### src/rtl/sd_itf.sv
// ============================================================================
// sd_itf : serial scan driver for a 6-digit common-anode 7-segment display
//          behind two cascaded 74HC595 shift registers.
// Revision: 1.0
// ============================================================================
`default_nettype none

module sd_itf #(
    parameter int SCAN_CYC  = 50000,
    parameter int BLINK_CYC = 25000000
) (
    input  logic       sysclk,
    input  logic       rst_n,
    input  logic       valid_sd,
    input  logic [5:0] twinkle,
    input  logic [5:0] dp,
    input  logic [3:0] num6,
    input  logic [3:0] num5,
    input  logic [3:0] num4,
    input  logic [3:0] num3,
    input  logic [3:0] num2,
    input  logic [3:0] num1,
    output logic       stcp,
    output logic       shcp,
    output logic       ds
);

    localparam int C_CW = $clog2(SCAN_CYC);
    localparam int C_BW = (BLINK_CYC > 1) ? $clog2(BLINK_CYC) : 1;

    localparam logic [C_CW-1:0] C_SLOT_LAST  = C_CW'(SCAN_CYC - 1);
    localparam logic [C_CW-1:0] C_SHIFT_END  = C_CW'(56);
    localparam logic [C_CW-1:0] C_LATCH_A    = C_CW'(56);
    localparam logic [C_CW-1:0] C_LATCH_B    = C_CW'(57);
    localparam logic [C_BW-1:0] C_BLINK_LAST = C_BW'(BLINK_CYC - 1);
    localparam logic [2:0]      C_LAST_DIGIT = 3'd5;

    logic [3:0]      r_num [6];
    logic [5:0]      r_dp;
    logic [5:0]      r_tw;
    logic [C_CW-1:0] r_cnt;
    logic [2:0]      r_digit;
    logic [C_BW-1:0] r_bcnt;
    logic            r_phase;
    logic [12:0]     r_sh;

    logic [3:0]      w_num;
    logic [7:0]      w_seg_raw;
    logic [7:0]      w_seg;
    logic [5:0]      w_sel;
    logic [13:0]     w_frame;

    // Shadow copy of the display contents; the scan only ever reads these.
    always_ff @(posedge sysclk or posedge rst_n) begin
        if (rst_n) begin
            for (int i = 0; i < 6; i++) begin
                r_num[i] <= 4'd0;
            end
            r_dp <= 6'd0;
            r_tw <= 6'd0;
        end else if (valid_sd) begin
            r_num[0] <= num1;
            r_num[1] <= num2;
            r_num[2] <= num3;
            r_num[3] <= num4;
            r_num[4] <= num5;
            r_num[5] <= num6;
            r_dp     <= dp;
            r_tw     <= twinkle;
        end
    end

    always_ff @(posedge sysclk or posedge rst_n) begin
        if (rst_n) begin
            r_cnt   <= '0;
            r_digit <= 3'd0;
        end else if (r_cnt == C_SLOT_LAST) begin
            r_cnt   <= '0;
            r_digit <= (r_digit == C_LAST_DIGIT) ? 3'd0 : r_digit + 3'd1;
        end else begin
            r_cnt   <= r_cnt + 1'b1;
        end
    end

    always_ff @(posedge sysclk or posedge rst_n) begin
        if (rst_n) begin
            r_bcnt  <= '0;
            r_phase <= 1'b0;
        end else if (r_bcnt == C_BLINK_LAST) begin
            r_bcnt  <= '0;
            r_phase <= ~r_phase;
        end else begin
            r_bcnt  <= r_bcnt + 1'b1;
        end
    end

    assign w_num = r_num[r_digit];

    always_comb begin
        w_seg_raw = 8'hFF;
        case (w_num)
            4'h0: w_seg_raw = 8'hC0;
            4'h1: w_seg_raw = 8'hF9;
            4'h2: w_seg_raw = 8'hA4;
            4'h3: w_seg_raw = 8'hB0;
            4'h4: w_seg_raw = 8'h99;
            4'h5: w_seg_raw = 8'h92;
            4'h6: w_seg_raw = 8'h82;
            4'h7: w_seg_raw = 8'hF8;
            4'h8: w_seg_raw = 8'h80;
            4'h9: w_seg_raw = 8'h90;
            4'hA: w_seg_raw = 8'h88;
            4'hB: w_seg_raw = 8'h83;
            4'hC: w_seg_raw = 8'hC6;
            4'hD: w_seg_raw = 8'hA1;
            4'hE: w_seg_raw = 8'h86;
            4'hF: w_seg_raw = 8'h8E;
            default: w_seg_raw = 8'hFF;
        endcase
    end

    // Blanking wins over the decimal point so a blinking digit goes fully dark.
    always_comb begin
        w_seg = w_seg_raw;
        if (r_dp[r_digit]) begin
            w_seg[7] = 1'b0;
        end
        if (r_tw[r_digit] && r_phase) begin
            w_seg = 8'hFF;
        end
    end

    assign w_sel   = 6'(1) << r_digit;
    assign w_frame = {w_seg, w_sel};

    // Frame is captured at slot cycle 0; bit i drives ds for cycles 4i..4i+3
    // with the shift clock high in the second half of each bit.
    always_ff @(posedge sysclk or posedge rst_n) begin
        if (rst_n) begin
            ds   <= 1'b0;
            shcp <= 1'b0;
            stcp <= 1'b0;
            r_sh <= 13'd0;
        end else begin
            shcp <= (r_cnt < C_SHIFT_END) && r_cnt[1];
            stcp <= (r_cnt == C_LATCH_A) || (r_cnt == C_LATCH_B);
            if (r_cnt == '0) begin
                ds   <= w_frame[13];
                r_sh <= w_frame[12:0];
            end else if ((r_cnt < C_SHIFT_END) && (r_cnt[1:0] == 2'b00)) begin
                ds   <= r_sh[12];
                r_sh <= {r_sh[11:0], 1'b0};
            end
        end
    end

endmodule

`default_nettype wire

### config.mk
export PLATFORM = sky130hd
export DESIGN_NAME = sd_itf
export DESIGN_NICKNAME = d
export VERILOG_FILES = /design/src/rtl/sd_itf.sv
export SDC_FILE = /design/constraint.sdc
export NUM_CORES = 1
export LEC_CHECK = 0
export BUFFER_PORTS_ARGS = -buffer_cell sky130_fd_sc_hd__buf_4
export CAP_MARGIN = 20
export CORE_ASPECT_RATIO = 1.5
export CORE_UTILIZATION = 35
export DETAILED_ROUTE_END_ITERATION = 16
export SYNTH_ARGS = -nofsm -noshare
export SYNTH_HDL_FRONTEND = slang
export SYNTH_SLANG_ARGS = --single-unit
### constraint.sdc
create_clock -name sysclk -period 4.5 [get_ports sysclk]
set_input_delay 0.9 -clock sysclk [delete_from_list [all_inputs] [get_ports sysclk]]
set_output_delay 0.9 -clock sysclk [all_outputs]
set_load 0.03 [all_outputs]
# Yosys cells after proc, flatten, opt, wreduce, memory -nomap -nowiden
# Memory sizes are Yosys's and may differ from the RTL's.
# Cells that the tools add are included.
# classes
n_addsub	3
n_eq_ne	5
n_shift	1
n_bitwise	2
n_mux	16
magnitude_cmp	3
reduce_logical	7
# ops
operator	count
$eq A16 B6 Y1 const B	2
$mux W13	2
$add A25 B1 Y25 const B	1
$eq A25 B25 Y1 const B	1
$mux W25	1
$add A16 B1 Y16 const B	1
$eq A16 B16 Y1 const B	1
$logic_not A16 Y1	1
$lt A16 B6 Y1 const B	1
$mux W16	1
$bmux W4 S3	1
$mux W4	2
$mux W8	1
$bmux W1 S3	2
$shl A1 B3 Y6 const A	1
$mux W1	5
$ge A4 B4 Y1 const B	1
$lt A3 B4 Y1 const B	1
$not A3 Y4	1
$add A3 B1 Y3 const B	1
$eq A3 B3 Y1 const B	1
$logic_and A1 B1 Y1	3
$mux W3	1
$logic_not A2 Y1	1
3 further kinds	3
# word_totals
mem_bits_ro	112
memories	1
output_inout_bits	3
register_bits	97
# mem_list
memory	depth	width	rd	rd_ports_with_merged_regs	wr	line	text
(name not given)	16	7	1	0	0	101	case (w_num)

# Longest topological paths before layout
# Gate-level depths: netlist (run 1).
# An unclocked memory read counts as a cell.
# depth
word_depth	7
mapped_depth	11
depth_no_buf	9

# Least setup slack after synthesis (run 1)
# OpenSTA, ideal clock, no wires.
# synth_path
path_kind	register to register
start	register r_digit[0]
end	register r_sh[9]
stages_incl_launch_ff	10
path_buffers	2
arrival_time_ns	2.205
setup_time_ns	0.129
setup_slack_ns	2.166
cell_sequence	dfrtp_1 -> buf_4 -> buf_4 -> mux2i_1 -> o21ai_0 -> inv_1 -> ha_1 -> mux2_2 -> a221oi_1 -> o21ai_0
# synth_via
elab_chain_cells	7
word_cells_on_any_way	10
cone_classes	7 x mux; 1 x bitwise; 1 x reduce/logical; 1 x memory
# synth_rtl
element	line	text
start, declared	42	logic [2:0] r_digit;
start signal, assigned	79	r_digit <= (r_digit == C_LAST_DIGIT) ? 3'd0 : r_digit + 3'd1;
$not A3 Y4 (implied by the code)	97	assign w_num = r_num[r_digit];
$bmux W4 S3	97	
$mux W4 (implied by the code) (2 in series)	97	
$mem_v2 Z16 W7	-	
$mux W8 *	128	if (r_tw[r_digit] && r_phase) begin
$mux W13 *	147	if (r_cnt == '0) begin
end signal, assigned	149	r_sh <= w_frame[12:0];
end signal, assigned	152	r_sh <= {r_sh[11:0], 1'b0};
end, declared	45	logic [12:0] r_sh;
# Every way passes the cells marked *; elsewhere a longest branch is shown, timed or not. The select of a mux whose other input is x is not followed.
# A chain may end at the register's enable or synchronous reset.

# Worst setup path after layout (run 1)
# Same ends and word-level chain as after synthesis.

==> results of run 1 <==
metrics by stage:
| stage | worst slack (ns) | hold WS, ns | cell area, sq um |
|---|---|---|---|
| global placement | 2.03 | 0.454 | 5290 |
| global route | 1.58 | 0.481 | 5600 |
| CTS | 1.88 | 0.467 | 5600 |
| floorplan | 1.07 | 0.436 | 4830 |
| detailed placement | 1.89 | 0.454 | 5290 |
| finish | 1.88 | 0.464 | 5600 |
power by group:
group | total (W) | switching [W] | leakage, nW | internal (W)
clock | 0.000784 | 0.000333 | 0.152 | 0.000451
combinational | 0.000146 | 0.0000693 | 1.01 | 0.0000767
sequential | 0.000927 | 0.0000225 | 1.24 | 0.000904
cell type report:
cell class / count / area, sq um / share of cell area
clock buffer: 11 / 243 / 0.0434
inverter: 10 / 40.0 / 0.00715
clock inverter: 5 / 63.8 / 0.0114
timing repair buffer: 45 / 338 / 0.0604
tap: 162 / 203 / 0.0362
multi-input combinational: 329 / 2280 / 0.408
sequential: 97 / 2430 / 0.434
flip-flops by register name, indices dropped and copies added, names as in the netlist:
register  cells
r_bcnt       25
r_num        24
r_cnt        16
r_sh         13
r_dp          6
r_tw          6
r_digit       3
ds            1
r_phase       1
shcp          1
stcp          1
placed cells by master, fill, tap and decap left out, types with 3 or more instances in the layout:
cell type / count
sky130_fd_sc_hd__nor2_1: 38
sky130_fd_sc_hd__xnor2_1: 14
sky130_fd_sc_hd__clkbuf_16: 9
sky130_fd_sc_hd__mux2_2: 38
sky130_fd_sc_hd__nor4b_1: 3
sky130_fd_sc_hd__o31ai_1: 3
sky130_fd_sc_hd__nor3_1: 12
sky130_fd_sc_hd__ha_1: 11
sky130_fd_sc_hd__or3_1: 6
sky130_fd_sc_hd__a31oi_1: 4
sky130_fd_sc_hd__a221oi_1: 3
sky130_fd_sc_hd__nand2b_1: 4
sky130_fd_sc_hd__or4_1: 3
sky130_fd_sc_hd__inv_1: 9
sky130_fd_sc_hd__o21ai_0: 24
sky130_fd_sc_hd__and2_1: 3
sky130_fd_sc_hd__xor2_1: 16
sky130_fd_sc_hd__nand3_1: 16
sky130_fd_sc_hd__buf_4: 45
sky130_fd_sc_hd__mux2i_1: 15
sky130_fd_sc_hd__nand4_1: 4
sky130_fd_sc_hd__dfrtp_1: 97
sky130_fd_sc_hd__nor4_1: 3
sky130_fd_sc_hd__nand2_1: 48
sky130_fd_sc_hd__and3_1: 5
sky130_fd_sc_hd__nor2b_1: 3
sky130_fd_sc_hd__a21oi_1: 16
layer usage:
layer / wire length (um) / vias up / global-route usage
met5: 0 / - / 0
met4: 228 / 0 / 0.0674
met3: 286 / 16 / 0.0274
met2: 5080 / 50 / 0.255
met1: 4430 / 1672 / 0.185
li1: - / 1674 / -
logic make-up after synthesis:
family / after synthesis / synth area share
DFF: 97 / 0.502
adders and majority gates: 11 / 0.0285
muxes: 55 / 0.129
and+or+nand+nor: 165 / 0.175
buffers and inverters: 27 / 0.0256
xor gates and xnor gates: 30 / 0.0544
AOI/OAI and AO/OA: 68 / 0.0852
how the worst max path moves through the flow:
| stage | end | slack (ns) | startpoint | depth (start not counted) |
|---|---|---|---|---|
| after floorplan | ds$_DFFE_PP0P_ | 1.07 | rst_n | 1 |
| after global placement | r_sh[9]$_DFFE_PP0P_ | 2.03 | r_digit[0]$_DFFE_PP0N_ | 7 |
| after detailed placement | r_sh[9]$_DFFE_PP0P_ | 1.89 | r_digit[0]$_DFFE_PP0N_ | 7 |
| after CTS | r_sh[9]$_DFFE_PP0P_ | 1.88 | r_digit[0]$_DFFE_PP0N_ | 7 |
| after global routing | r_sh[9]$_DFFE_PP0P_ | 1.58 | r_digit[0]$_DFFE_PP0N_ | 7 |
| final | r_sh[9]$_DFFE_PP0P_ | 1.88 | r_digit[0]$_DFFE_PP0N_ | 7 |
==> flow_metrics.tcl, run 1 <==
set metrics [dict create \
    worst-setup-path-type "reg2reg" \
    hold_path.class "reg2reg" \
    ranking_of_synthesized_cells_by_area "sky130_fd_sc_hd__dfrtp_1 (50%), sky130_fd_sc_hd__mux2_2 (8.9%), sky130_fd_sc_hd__nand2_1 (3.7%)" \
    insertedDiodeCount 0 \
    critPathBufInv 1 \
    grt_first_pass_wirelength_um 17000 \
    first_iter_violations 121 \
    syn-mean-instance-area_sq_um 10.7 \
    tritoncts_clock_tree "done" \
    regToRegSetupSlack_ns 1.88 \
    remaining_drc_errors 2 \
    r2r-start "r_digit[0]$_DFFE_PP0N_" \
    arrival_time_of_data_at_the_critical_path_endpoint_ns 2.83 \
    grt_setup_unrepaired "false" \
    cell_type_contributing_the_most_total_cell_area_after_synthesis "sky130_fd_sc_hd__dfrtp_1" \
    reg2regPathDepth 7 \
    cts.repair.resized 0 \
    synth_warnings 0 \
    grt_use_total 0.150 \
    grt_pass1_vias 3500 \
    power_density_mw_per_mm2 332 \
    vias_per_cell 5.18 \
    io_pins 42 \
    clock_tree.root_cell "sky130_fd_sc_hd__clkbuf_16" \
    timing.critical_path.to_type "register" \
    htree_num_levels 3 \
    clock_sink_count 97 \
    ir_worst_vdd_mv 0.219 \
    crit_fanout 13 \
    synthDistinctLibCells 56 \
    port-buffer-count 41 \
    critical_path_required_ns 4.72 \
    timing.critical_path.from_type "register" \
    mappedNetlistArea_sq_mm 0.00483 \
    grt_max_degree 79 \
    fin_setup_tns_ns 0 \
    coreArea_sq_mm 0.0135 \
    max_freq_mhz 382 \
    critPathMostFrequentCell "sky130_fd_sc_hd__o21ai_0" \
    drt_wl_total_um 10000 \
    synth_enable_flop_cells 0 \
    synth-seq-area-share 0.502 \
    fp-row-count 52 \
    run_status "finished with violations" \
    timing.final.crit_period_ns 2.62 \
    via_count 3412 \
    total_power_of_the_final_layout_w 0.00186 \
    critical_path.cell_chain "mux2i_1 > o21ai_0 > inv_1 > ha_1 > mux2_2 > a221oi_1 > o21ai_0" \
    slew_viol_final 0 \
    mappedNetlistNets 503 \
    final-hold-violation-count 0 \
    placedCellCount 643 \
    violated_checks "design-rule violations" \
    post_cts_buffers 0 \
    holdBufCountCts 0 \
    yosysMostFrequentCell "sky130_fd_sc_hd__dfrtp_1" \
    die_height_um 146 \
    worst_skew_pair.late_latency_ns 0.34 \
    number_of_fill_cells_in_the_layout 1257 \
    synth_cells 453 \
    ant_nets 0 \
    grt-ovfl-total 0 \
    detail_route.first_pass.iterations 10 \
    cp_slowest_cell "sky130_fd_sc_hd__dfrtp_1" \
    ctsLongestPathBuffers 2 \
    avgRoutedWirePerCell_um 15.2 \
    final_core_util 0.416 \
    timing.slew.headroom 0.365 \
    min_period_over_period 0.581 \
    design.die.area_sq_mm 0.0143 \
    power_leakage_nw 2.40 \
    non_filler_instances 659 \
    postSynthRegisterBits 97 \
    clock_skew_ns 0.00709 \
    critical_path.max_stage_delay_ns 0.70 \
    final_net_count 542 \
    critical-path-top-delay-family "compound AO/OA/AOI/OAI gates" \
    r2r_end "r_sh[9]$_DFFE_PP0P_" \
    min_delay_path_depth 1 \
    synth_async_sr_flop_share 1.00 \
    placed_wire_length_estimate_um 7190 \
    floorplan.die.width_um 98.0 \
    dominantRegCellSynth "sky130_fd_sc_hd__dfrtp_1" \
    finalWeightedCongestion 0.886 \
    tritoncts.num_buffers 9 \
    drive_above_1_share 0.231 \
    area_growth_pct 15.8 \
    clk_pin_slew_worst_paths_ns 0.07 \
    timing.hold.worst_endpoint "r_phase$_DFFE_PP0N_" \
    grt_antenna_before_repair 0 \
    hold_path.startpoint "r_phase$_DFFE_PP0N_" \
    initial_utilization 0.359 \
    netlist_top_cells_count "sky130_fd_sc_hd__dfrtp_1 (97), sky130_fd_sc_hd__nand2_1 (48), sky130_fd_sc_hd__mux2_2 (38), sky130_fd_sc_hd__nor2_1 (38), sky130_fd_sc_hd__o21ai_0 (24)" \
    final-setup-viol-count 0 \
    worstMarginPinSlew_ns 0.953 \
    synth.top_cell.area_share 0.502 \
    cap_viol_max_count 0 \
]
Note: power is estimated with default switching activity, not from simulation.
==> run 2: changes to the inputs <==
clock period = 2.35 ns   (was 4.5 ns; I/O delays follow)
==> run 2 against run 1 <==
The flow still finishes with violations (design-rule violations). Sequential cell count stayed put. Design area up 3.4%. Cell count rose by 2.6%. First-iteration DRC count rose by 6.6%. Clock power is 100% higher. Worst hold slack worse by 0.21 ns. Global-route usage up 0.41 points. Sequential share of layout area is 1.4 points lower. Critical path depth is the same. Largest power group unchanged. Maximum frequency up 20%. Non-clock buffer count up 17. Combinational power rose by 100%.
==> flow_metrics.tcl, run 2 (same netlist as run 1, synthesis figures left out) <==
set metrics [dict create \
    avgRoutedWirePerCell_um 15.1 \
    grt_use_total 0.154 \
    cap_viol_max_count 0 \
    grt_antenna_before_repair 0 \
    final_common_cell "sky130_fd_sc_hd__dfrtp_1" \
    grt_first_pass_wirelength_um 17500 \
    worstSetupEndpoint "ds$_DFFE_PP0P_" \
    finalWeightedCongestion 0.817 \
    power_leakage_nw 2.48 \
    arrival_time_of_data_at_the_critical_path_endpoint_ns 2.45 \
    final_net_count 559 \
    r2r_end "ds$_DFFE_PP0P_" \
    detail_route.first_pass.iterations 10 \
    tritoncts.num_buffers 9 \
    clk_pin_slew_worst_paths_ns 0.07 \
    port-buffer-count 41 \
    coreArea_sq_mm 0.0135 \
    critical_path_required_ns 2.62 \
    max_reg_flops 25 \
    area_growth_pct 19.8 \
    ir_worst_vdd_mv 0.354 \
    via_count 3513 \
    timing.slew.headroom 0.548 \
    crit_start "r_cnt[8]$_DFF_PP0_" \
    design.die.area_sq_mm 0.0143 \
    reg2regPathDepth 7 \
    fin_setup_tns_ns 0 \
    floorplan.die.width_um 98.0 \
    power_density_mw_per_mm2 629 \
    grt_max_degree 98 \
    hold_path.class "in2async" \
    r2r-start "r_cnt[8]$_DFF_PP0_" \
    placed_wire_length_estimate_um 7490 \
    clock_sink_count 97 \
    htree_num_levels 3 \
    layout.cells.most_common_list "sky130_fd_sc_hd__dfrtp_1 (96), sky130_fd_sc_hd__buf_4 (59), sky130_fd_sc_hd__nand2_1 (48)" \
    timing.final.crit_period_ns 2.18 \
    vias_per_cell 5.20 \
    final-hold-violation-count 0 \
    remaining_drc_errors 4 \
    timing.critical_path.from_type "register" \
    fp-row-count 52 \
    min_period_over_period 0.927 \
    grt-ovfl-total 0 \
    io_pins 42 \
    registers.top_by_ff_count "r_bcnt" \
    slew_viol_final 0 \
    timing.hold.ws_ns 0.253 \
    initial_utilization 0.359 \
    ctsLongestPathBuffers 2 \
    worst_skew_pair.late_latency_ns 0.35 \
    max_freq_mhz 459 \
    drive_above_1_share 0.267 \
    die_height_um 146 \
    insertedDiodeCount 0 \
    drt_wl_total_um 10200 \
    grt_setup_unrepaired "false" \
    grt_pass1_vias 3626 \
    timing.critical_path.to_type "register" \
    crit_fanout 5 \
    final-setup-viol-count 0 \
    worstMarginPinSlew_ns 0.677 \
    violated_checks "design-rule violations" \
    regToRegSetupSlack_ns 0.17 \
    tritoncts_clock_tree "done" \
    layout_top_registers "r_bcnt (25), r_num (24), r_cnt (16)" \
    clock_tree.root_cell "sky130_fd_sc_hd__clkbuf_16" \
    worst-setup-path-type "reg2reg" \
    final_core_util 0.430 \
    first_iter_violations 129 \
    clock_skew_ns 0.00766 \
    ant_nets 0 \
    run_status "finished with violations" \
]
-- run 2: cell types whose count changed in the layout (fill, tap and decap cells not counted), sizes merged --
cell,change
bufinv,+1
inv,-1
clkbuf,-2
clkinvlp,+3
buf,+17
clkinv,-1
-- run 2: metrics by stage --
| stage | cell area [sq um] | setup slack, ns | power (W) | std cells |
|---|---|---|---|---|
| floorplan | 4840 | 0.0156 | 0.00198 | 453 |
| global placement | 5430 | 0.194 | 0.00209 | 657 |
| detailed placement | 5430 | 0.0815 | 0.00210 | 657 |
| CTS | 5750 | 0.0593 | 0.00369 | 673 |
| global route | 5790 | 0.0283 | 0.00377 | 676 |
| finish | 5790 | 0.171 | 0.00364 | 676 |
-- run 2: layout make-up --
cell class                      instances  area [sq um]
Sequential cell                        97          2430
Fill cell                            1232          7680
Timing Repair Buffer                   62           503
Inverter                               10          41.3
Multi-Input combinational cell        329          2290
Tap cell                              162           203
Clock inverter                          7          93.8
Clock buffer                            9           225
-- run 2: layer usage --
metal | global-route usage | routed length, um
met1 | 0.181 | 4420
met2 | 0.268 | 5270
met3 | 0.0317 | 285
met4 | 0.0720 | 257
met5 | 0 | 0
-- run 2: how the worst min path moves through the flow --
stage | start | to | slack [ns] | cells past startpoint
after floorplan | r_phase$_DFFE_PP0N_ | r_phase$_DFFE_PP0N_ | 0.44 | 1
after CTS | rst_n | r_bcnt[13]$_DFF_PP0_ | 0.28 | 3
after global placement | r_phase$_DFFE_PP0N_ | r_phase$_DFFE_PP0N_ | 0.45 | 1
after detailed placement | r_phase$_DFFE_PP0N_ | r_phase$_DFFE_PP0N_ | 0.45 | 1
final | rst_n | r_bcnt[13]$_DFF_PP0_ | 0.25 | 3
after global routing | rst_n | r_bcnt[13]$_DFF_PP0_ | 0.31 | 3
-- run 2: worst max-delay path, stage by stage, from the launching register on --
cell	delay [ns]
sky130_fd_sc_hd__dfrtp_1	0.43
sky130_fd_sc_hd__or4_1	0.59
sky130_fd_sc_hd__nor4_4	0.29
sky130_fd_sc_hd__buf_4	0.18
sky130_fd_sc_hd__and2_1	0.20
sky130_fd_sc_hd__buf_4	0.17
sky130_fd_sc_hd__o21ai_0	0.11
sky130_fd_sc_hd__nand3_1	0.13
-- run 2: where the power goes --
group / total [W] / leakage, nW / switching (W) / internal, W
Combinational: 0.000299 / 1.09 / 0.000138 / 0.000161
Sequential: 0.00177 / 1.24 / 0.0000395 / 0.00173
Clock: 0.00157 / 0.152 / 0.000637 / 0.000932
Total: 0.00364 / 2.48 / 0.000815 / 0.00282
-- run 2: what timing repair did --
action	in CTS	in global routing
endpoints found under the setup margin	0	3
gates resized for setup	0	5
hold buffers	0	0
setup buffers	0	3
==> run 3: changes to the inputs <==
CTS_CLUSTER_DIAMETER = 100   (was default)
SETUP_SLACK_MARGIN = 0.5   (was default)
==> run 3 against run 2 <==
The run still ends with design-rule violations left. Sequential share of layout area decreased by 5.3 points. Sequential power about the same. Cell count grew 8.4%. Via count up 9.7%. Largest cell class is now multi-input gates.
==> flow_metrics.tcl, run 3 (same netlist as run 1, synthesis figures left out) <==
set metrics [dict create \
    ir_worst_vdd_mv 0.317 \
    grt_first_pass_wirelength_um 19300 \
    crit_start "r_cnt[11]$_DFF_PP0_" \
    placement.setup.worst_slack_ns 0.221 \
    timing.critical_path.from_type "register" \
    placed_wire_length_estimate_um 7740 \
    pwr-share-comb 0.094 \
    detail_route.first_pass.iterations 10 \
    clockPowerShare 0.411 \
    worst_skew_pair.late_latency_ns 0.34 \
    fin_setup_tns_ns 0 \
    worst-setup-path-type "reg2reg" \
    drt_wl_total_um 12300 \
    max_reg_flops 25 \
    registers.top_by_ff_count "r_bcnt" \
    grt_antenna_before_repair 0 \
    timing.hold.ws_ns 0.129 \
    tritoncts_clock_tree "done" \
    clock_sink_count 97 \
    placed_cell_area_sq_mm 0.00547 \
    avgRoutedWirePerCell_um 16.8 \
    coreArea_sq_mm 0.0135 \
    final_net_count 617 \
    share_seq_of_total_power 0.495 \
    final_common_cell "sky130_fd_sc_hd__buf_4" \
    floorplan.die.width_um 98.0 \
    run_status "finished with violations" \
    internal_power_w 0.00279 \
    grt_setup_unrepaired "true" \
    io_pins 42 \
    port-buffer-count 41 \
    min_period_over_period 0.886 \
    r2r-start "r_cnt[11]$_DFF_PP0_" \
    power_density_mw_per_mm2 540 \
    slew_viol_final 0 \
    finalWeightedCongestion 0.829 \
    initial_utilization 0.359 \
    ctsLongestPathBuffers 2 \
    timing.final.ws_setup_ns 0.268 \
    fin_area_sq_mm 0.00665 \
    design.die.area_sq_mm 0.0143 \
    final-hold-violation-count 0 \
    drive_above_1_share 0.447 \
    power.switching_w 0.000802 \
    switching_share 0.223 \
    remaining_drc_errors 1 \
    timing.critical_path.to_type "register" \
    htree_num_levels 3 \
    hold_path.class "in2async" \
    timing.slew.headroom 0.684 \
    area_growth_pct 37.6 \
    placedCellCount 658 \
    tritoncts.num_buffers 9 \
    violated_checks "design-rule violations" \
    arrival_time_of_data_at_the_critical_path_endpoint_ns 2.30 \
    worstMarginPinSlew_ns 0.473 \
    grt_pass1_vias 3931 \
    holdBufCountCts 0 \
    layout_top_registers "r_bcnt (25), r_num (24), r_cnt (16)" \
    critical_path.max_stage_delay_ns 0.56 \
    first_iter_violations 180 \
    insertedDiodeCount 0 \
    vias_per_cell 5.26 \
    crit_fanout 7 \
    final-setup-viol-count 0 \
    die_height_um 146 \
    cap_viol_max_count 0 \
    power_leakage_nw 2.89 \
    critical_path_required_ns 2.57 \
    via_count 3854 \
    timing.final.crit_period_ns 2.08 \
    non_filler_instances 733 \
    critical_path.cell_chain "or4_4 > nor4_4 > buf_4 > nand3_4 > buf_6 > a32oi_2 > nand2_1" \
    layout.cells.most_common_list "sky130_fd_sc_hd__buf_4 (105), sky130_fd_sc_hd__dfrtp_1 (86), sky130_fd_sc_hd__nand2_1 (39)" \
    ant_nets 0 \
    grt_max_degree 56 \
    cp_slowest_cell "sky130_fd_sc_hd__or4_4" \
    clock_skew_ns 0.00836 \
    clk_pin_slew_worst_paths_ns 0.07 \
    grt_use_total 0.172 \
    max_freq_mhz 480 \
    clock_tree.root_cell "sky130_fd_sc_hd__clkbuf_16" \
    fp-row-count 52 \
    grt-ovfl-total 0 \
]
run 3: changes by cell type in the layout (fill, tap and decap cells not counted), sizes merged:
| cell | delta |
|---|---|
| clkbuf | +3 |
| bufbuf | +1 |
| buf | +56 |
| inv | -1 |
| bufinv | -1 |
| nor2 | +1 |
| clkinvlp | -2 |
run 3: cell type report:
| type | count | area, sq um |
|---|---|---|
| Tap cell | 162 | 203 |
| Clock buffer | 12 | 256 |
| Inverter | 10 | 41.3 |
| Fill cell | 1164 | 6820 |
| Sequential cell | 97 | 2440 |
| Timing Repair Buffer | 119 | 1010 |
| Multi-Input combinational cell | 330 | 2660 |
| Clock inverter | 3 | 40.0 |
run 3: timing repair:
action | 4_1_cts | 5_1_grt
setup buffers | 31 | 25
cloned | 4 | 0
pin swaps | 21 | 25
gates resized for setup | 50 | 50
endpoints found under the setup margin | 36 | 41
run 3: worst paths after layout:
| path | end | slack, ns | cells past startpoint |
|---|---|---|---|
| setup / recovery | r_sh[5]$_DFFE_PP0P_ | 0.27 | 7 |
| hold / removal | r_num[15]$_DFFE_PP0P_ | 0.13 | 2 |
| setup reg to reg | r_sh[5]$_DFFE_PP0P_ | 0.27 | 7 |
| hold reg to reg | r_phase$_DFFE_PP0N_ | 0.48 | 1 |
| max in group asynchronous | r_digit[0]$_DFFE_PP0N_ | 1.53 | 3 |
| min in group sysclk | r_tw[3]$_DFFE_PP0P_ | 0.36 | 2 |
run 3: routing by layer:
layer | share of wire | routed length [um] | vias up | track usage
met5 | 0 | 0 | - | 0
met4 | 0.030 | 363 | 0 | 0.0818
met3 | 0.032 | 392 | 34 | 0.0355
met2 | 0.54 | 6690 | 78 | 0.303
met1 | 0.39 | 4840 | 1923 | 0.196
li1 | - | - | 1819 | -
run 3: power groups by stage:
stage	registers (W)	logic, W	clock network, W
finish	0.00178	0.000337	0.00148
global route	0.00178	0.000370	0.00157
CTS	0.00177	0.000325	0.00152
detailed placement	0.00181	0.000305	0
global placement	0.00181	0.000297	0
floorplan	0.00179	0.000202	0
run 3: metrics by stage:
step	power [W]	util
2_1_floorplan	0.00199	-
3_3_place_gp	0.00210	0.406
3_5_place_dp	0.00211	0.406
4_1_cts	0.00362	0.465
5_1_grt	0.00372	0.494
6_report	0.00359	0.494
run 3: critical path, delay by kind of cell (launching register included):
kind                   cells  cell delay [ns]
and+or+nand+nor            4             1.04
DFF                        1             0.43
buffers and inverters      2             0.35
AOI/OAI and AO/OA          1             0.15
